--- src/rtl/pmem_write_buffer.sv ---
// Write buffer between the L2 downstream port and physical memory.
// Victim lines are queued in a small circular FIFO, coalesced on re-write and drained when the port is idle.
module pmem_write_buffer #(
  parameter int DEPTH = 4
) (
  input  logic         clk,
  input  logic         rst,
  input  logic         up_read,
  input  logic         up_write,
  input  logic [31:0]  up_address,
  input  logic [255:0] up_wdata,
  output logic [255:0] up_rdata,
  output logic         up_resp,
  output logic         pmem_read,
  output logic         pmem_write,
  output logic [31:0]  pmem_address,
  output logic [255:0] pmem_wdata,
  input  logic [255:0] pmem_rdata,
  input  logic         pmem_resp
);

  localparam int PTR_W = $clog2(DEPTH);
  localparam int CNT_W = $clog2(DEPTH + 1);

  typedef enum logic [1:0] {IDLE, RESP, RD_MEM, WR_MEM} state_e;

  state_e             state_q, state_d;
  logic [PTR_W-1:0]   head_q, head_d;
  logic [PTR_W-1:0]   tail_q, tail_d;
  logic [CNT_W-1:0]   count_q, count_d;
  logic [DEPTH-1:0]   valid_q;
  logic [26:0]        tag_q  [DEPTH];
  logic [255:0]       data_q [DEPTH];
  logic [255:0]       rdata_q, rdata_d;

  logic               ent_we;
  logic [PTR_W-1:0]   ent_idx;
  logic               head_clr;
  logic               hit;
  logic [PTR_W-1:0]   hit_idx;
  logic               full;

  // At most one valid entry can hold a tag, so the last match is the only match.
  always_comb begin
    hit     = 1'b0;
    hit_idx = '0;
    for (int i = 0; i < DEPTH; i++) begin
      if (valid_q[i] && (tag_q[i] == up_address[31:5])) begin
        hit     = 1'b1;
        hit_idx = PTR_W'(i);
      end
    end
  end

  assign full = (count_q == CNT_W'(DEPTH));

  // NOTE: every signal driven here gets a default first, so no path leaves one unassigned and infers a latch.
  always_comb begin
    state_d      = state_q;
    head_d       = head_q;
    tail_d       = tail_q;
    count_d      = count_q;
    rdata_d      = rdata_q;
    ent_we       = 1'b0;
    ent_idx      = tail_q;
    head_clr     = 1'b0;
    up_resp      = 1'b0;
    pmem_read    = 1'b0;
    pmem_write   = 1'b0;
    pmem_address = '0;

    unique case (state_q)
      IDLE: begin
        if (up_write) begin
          if (hit) begin
            ent_we  = 1'b1;
            ent_idx = hit_idx;
            state_d = RESP;
          end else if (!full) begin
            ent_we  = 1'b1;
            ent_idx = tail_q;
            tail_d  = tail_q + PTR_W'(1);
            count_d = count_q + CNT_W'(1);
            state_d = RESP;
          end else begin
            state_d = WR_MEM;
          end
        end else if (up_read) begin
          if (hit) begin
            rdata_d = data_q[hit_idx];
            state_d = RESP;
          end else begin
            state_d = RD_MEM;
          end
        end else if (count_q != '0) begin
          state_d = WR_MEM;
        end
      end

      RESP: begin
        up_resp = 1'b1;
        state_d = IDLE;
      end

      RD_MEM: begin
        pmem_read    = 1'b1;
        pmem_address = {up_address[31:5], 5'b0};
        if (pmem_resp) begin
          rdata_d = pmem_rdata;
          state_d = RESP;
        end
      end

      WR_MEM: begin
        pmem_write   = 1'b1;
        pmem_address = {tag_q[head_q], 5'b0};
        if (pmem_resp) begin
          head_clr = 1'b1;
          head_d   = head_q + PTR_W'(1);
          count_d  = count_q - CNT_W'(1);
          state_d  = IDLE;
        end
      end

      default: state_d = IDLE;
    endcase
  end

  assign up_rdata   = rdata_q;
  assign pmem_wdata = data_q[head_q];

  // NOTE: sequential state uses non-blocking assignments so every register samples pre-edge values.
  always_ff @(posedge clk) begin
    if (rst) begin
      state_q <= IDLE;
      head_q  <= '0;
      tail_q  <= '0;
      count_q <= '0;
      valid_q <= '0;
      rdata_q <= '0;
    end else begin
      state_q <= state_d;
      head_q  <= head_d;
      tail_q  <= tail_d;
      count_q <= count_d;
      rdata_q <= rdata_d;
      if (ent_we)   valid_q[ent_idx] <= 1'b1;
      if (head_clr) valid_q[head_q]  <= 1'b0;
    end
  end

  // NOTE: tag/data storage is not reset; the valid bits alone decide whether an entry means anything.
  always_ff @(posedge clk) begin
    if (ent_we) begin
      tag_q[ent_idx]  <= up_address[31:5];
      data_q[ent_idx] <= up_wdata;
    end
  end

endmodule
--- config.mk ---
export PLATFORM = sky130hd
export DESIGN_NAME = pmem_write_buffer
export DESIGN_NICKNAME = d
export VERILOG_FILES = /design/src/rtl/pmem_write_buffer.sv
export SDC_FILE = /design/constraint.sdc
export NUM_CORES = 2
export LEC_CHECK = 0
export ABC_AREA = 1
export CAP_MARGIN = 20
export CORE_AREA = 4 4 430 432
export DETAILED_ROUTE_END_ITERATION = 10
export DIE_AREA = 0 0 434 436
export HOLD_SLACK_MARGIN = 0.08
export SYNTH_ARGS = -nofsm -noshare
export SYNTH_HDL_FRONTEND = slang
export SYNTH_SLANG_ARGS = --single-unit
--- constraint.sdc ---
create_clock -name clk -period 10 [get_ports clk]
set_input_delay 1 -clock clk [delete_from_list [all_inputs] [get_ports clk]]
set_output_delay 1 -clock clk [all_outputs]
set_load 0.005 [all_outputs]
==> impl_results.md <==
- Hpwl dp: 172100 um
- Mapped cell area: 0.06962 mm2
- WL per Instance: 22.62 um
- Layout cells sized above 1: 4.544%
- CP max stage delay: 0.87 ns
- CP max FO: 108
- Overall Power: 15.67 mW
- R2R setup slack: 4.94 ns
- CTS Root Cell: clkbuf_16
- Hold path cells: 2
- Vias in the first global route: 55670
- RSZ-0062 raised after global routing: no
- Status: finished, final reports clean
- Final min period: 5.693 ns
- Power per cell area: 179.9 mW/mm2
- Layout area overhead: 25.16%
- Synth top cells by count: nand2_1, nor2_1, edfxtp_1
- Max Clk Rate: 175.7 MHz
- Die area: 0.1892 mm2
- Worst Max-Slew Pin Slew: 1.347 ns
- Total GRT Usage: 26.78%
- Drt drc: 0
- Sink Count: 1403
- Synth Area in Simple Gates: 21.32%
- First-pass GRT wire length: 377000 um
- Syn Area/Cell: 8.292 um2
- CTS resizes: 0
- Max-Cap Viols: 0
- Crit path arrival time: 6.14 ns
- XOR/XNOR Fraction of Synth Area: 0.2265%
- Startpoint types: input port
- Final net count: 9727
- Post-synth cell types: 33
- Worst rel slew slack: 10.22%
- Hold Path Origin: up_rdata[243]
- Max IR drop VDD: 0.1410 mV
- Top Family by Delay on Critical Path: simple AND/OR/NAND/NOR gates
- Combinational family with the most area after synthesis: simple AND/OR/NAND/NOR gates
- Post-DRT Antenna Nets: 0
- CTS tree: done
- Pins Over Slew Limit: 0
- Compound-gate portion of the synthesized area: 12.89%
- Crit path cell chain: clkdlybuf4s50_1, inv_2, nand2_1, nand2_1, nor2_1, nand2_1, nor2_1, nand2_1, inv_1, nand2_8, nand2_8, nand2_1, nand2_1, nand2_1, nand2_1, nand2_1, inv_8, buf_12
- DRT Wirelength: 265300 um
- Post-synth ARST share: 0%
- Worst Path Required: 10.45 ns
- YS warnings: 0
- Post-Route Skew: 0.04654 ns
- Initial antenna violation count: 66
- # hold bufs at CTS: 0
- Clock Path Buffers: 3
- Setup Fix Bufs, Post-CTS: 0
- Initial DRC Count: 5424
- Setup Viol. Count Final: 0
- Mux cell area share after synthesis: 0%
- Register area share after synthesis: 56.62%
- CTS Buf Count: 163
- Crit Path Class: input port to flip-flop
- Fin. Hold Viols: 0
- Pre-Repair DR Iteration Count: 6
- Fillers: 16990
- Leading area contributor after synthesis: edfxtp_1
- DIE WIDTH: 434 um
- Worst hold path type: flip-flop to flip-flop
- CTS clk-pin slew, worst paths: 0.05 ns
- Worst R2R Path Depth: 16
- Final critical-path share of the clock period: 56.93%
- Worst Setup End Kind: flip-flop
- Yosys top cell area share: 48.83%
- H-tree levels: 4
- Worst path bufs/invs: 5
- Final GP Congestion: 0.9384
- Ranking of synthesized cells by area: edfxtp_1, nand2_1, dfxtp_1, nor2_1, o21ai_0
- Leak: 35.32 nW
- CP dominant cell by count: nand2_1
- Clk Latency, worst-skew pair: 0.84 ns
- FF+latch count, synth: 1403
- Num rows: 156
- Utilization after layout: 48.26%
- Placeable Area: 0.1805 mm2
- RR Startpoint: tag_q[3][7]
- Adder-cell share of the synthesized area: 0.1006%
- Setup TNS: 0 ns
- FF-to-FF End: data_q[2][51]
- Avg Vias per Cell: 5.185
- Pin count of the biggest net entering global routing: 216
- Via Count: 60810
- Number of enable flip-flop cells after synthesis: 1132
- Die H: 436 um
- Main flop type after synthesis: edfxtp_1
- Syn Inst Count: 8396
- WHS Endpoint: up_rdata[243]
- Initial Util: 38.56%
- IO Port Bufs: 1085
- # IOs: 1096
- Worst-path cell with the longest stage delay: nand2_8
- Most common cell in the netlist: nand2_1
- Congestion Overflow GR: 0
==> final cells by class <==
cell class | count | area (um2) | area share (%)
Clock inverter | 65 | 609.3 | 0.6993
Multi-Input combinational cell | 5493 | 24120 | 27.69
Antenna cell | 50 | 125.1 | 0.1436
Inverter | 967 | 3682 | 4.226
Tap cell | 2370 | 2965 | 3.403
Timing Repair Buffer | 1145 | 11600 | 13.31
Sequential cell | 1403 | 39420 | 45.24
Clock buffer | 235 | 4608 | 5.289
==> metrics by stage <==
step	hold WS [ns]	setup slack, ns	cell area (um2)	cells
final	0.4613	4.307	87130	11730
after CTS	0.4647	4.229	86980	11680
after detailed placement	0.4554	3.334	81760	11380
after global routing	0.4753	3.969	87060	11700
after global placement	0.4520	3.377	81760	11380
after floorplan	0.4458	1.524	69630	8400
==> worst register-to-register path: cells and delay by family, from the launching register on <==
kind	cells	cell delay, ns
flip-flops	1	0.41
AND/OR/NAND/NOR	13	2.61
buffers and inverters	3	1.54
==> cell families (layout without fill, tap and decap cells) <==
| family | after synthesis | after routing |
|---|---|---|
| and+or+nand+nor | 3748 | 3748 |
| AOI/OAI and AO/OA | 1717 | 1717 |
| buffers and inverters | 1504 | 2412 |
| DFF | 1403 | 1403 |
| xor gates and xnor gates | 18 | 18 |
| adders and majority gates | 5 | 5 |
| other | 1 | 55 |
==> placed cells by master (no fill, tap or decap), drive strengths merged <==
cell type / netlist / routed
nor2: 1423 / 1423
edfxtp: 1132 / 1132
dfxtp: 271 / 271
inv: 965 / 971
nand3: 562 / 562
and3: 1 / 1
diode: 0 / 50
nor3: 2 / 2
conb: 1 / 5
a21oi: 843 / 843
xor2: 3 / 3
nand3b: 2 / 2
bufinv: 0 / 5
clkinvlp: 0 / 3
and2: 2 / 2
clkdlybuf4s50: 0 / 1084
buf: 210 / 61
nand4: 4 / 4
o211ai: 1 / 1
clkinv: 2 / 53
fa: 1 / 1
ha: 4 / 4
nand2: 1751 / 1751
o21ai: 873 / 873
clkbuf: 327 / 235
nor4: 1 / 1
xnor2: 15 / 15
==> routing by layer <==
layer / wire, um / track usage, % / part of all wire (%)
met2: 129100 / 44.90 / 49
met5: 220 / 0 / 0.083
met4: 11380 / 11.35 / 4.3
met3: 19440 / 6.120 / 7.3
met1: 105100 / 33.14 / 40
==> where the power goes <==
part,internal (mW),total [mW],switching [mW]
registers,6.76,6.94,0.181
clock network,3.35,5.82,2.47
logic,1.18,2.91,1.73
==> registers in the layout, indices dropped and copies added (netlist names), named ones only <==
signal	flops
valid_q	4
tag_q	108
count_q	3
tail_q	2
state_q	2
up_rdata	256
head_q	2
data_q	1024
==> worst max-delay path by stage <==
stage | startpoint | to | slack [ns] | depth (start not counted)
after floorplan | up_address[31] | data_q[1][0] | 1.52 | 15
after global placement | up_address[12] | up_rdata[162] | 3.38 | 18
after detailed placement | up_address[12] | data_q[3][59] | 3.33 | 18
after CTS | up_address[12] | data_q[3][182] | 4.23 | 18
after global routing | up_address[12] | data_q[1][190] | 3.97 | 18
final | up_address[16] | data_q[2][51] | 4.31 | 18
Note: power is estimated with default switching activity, not from simulation.
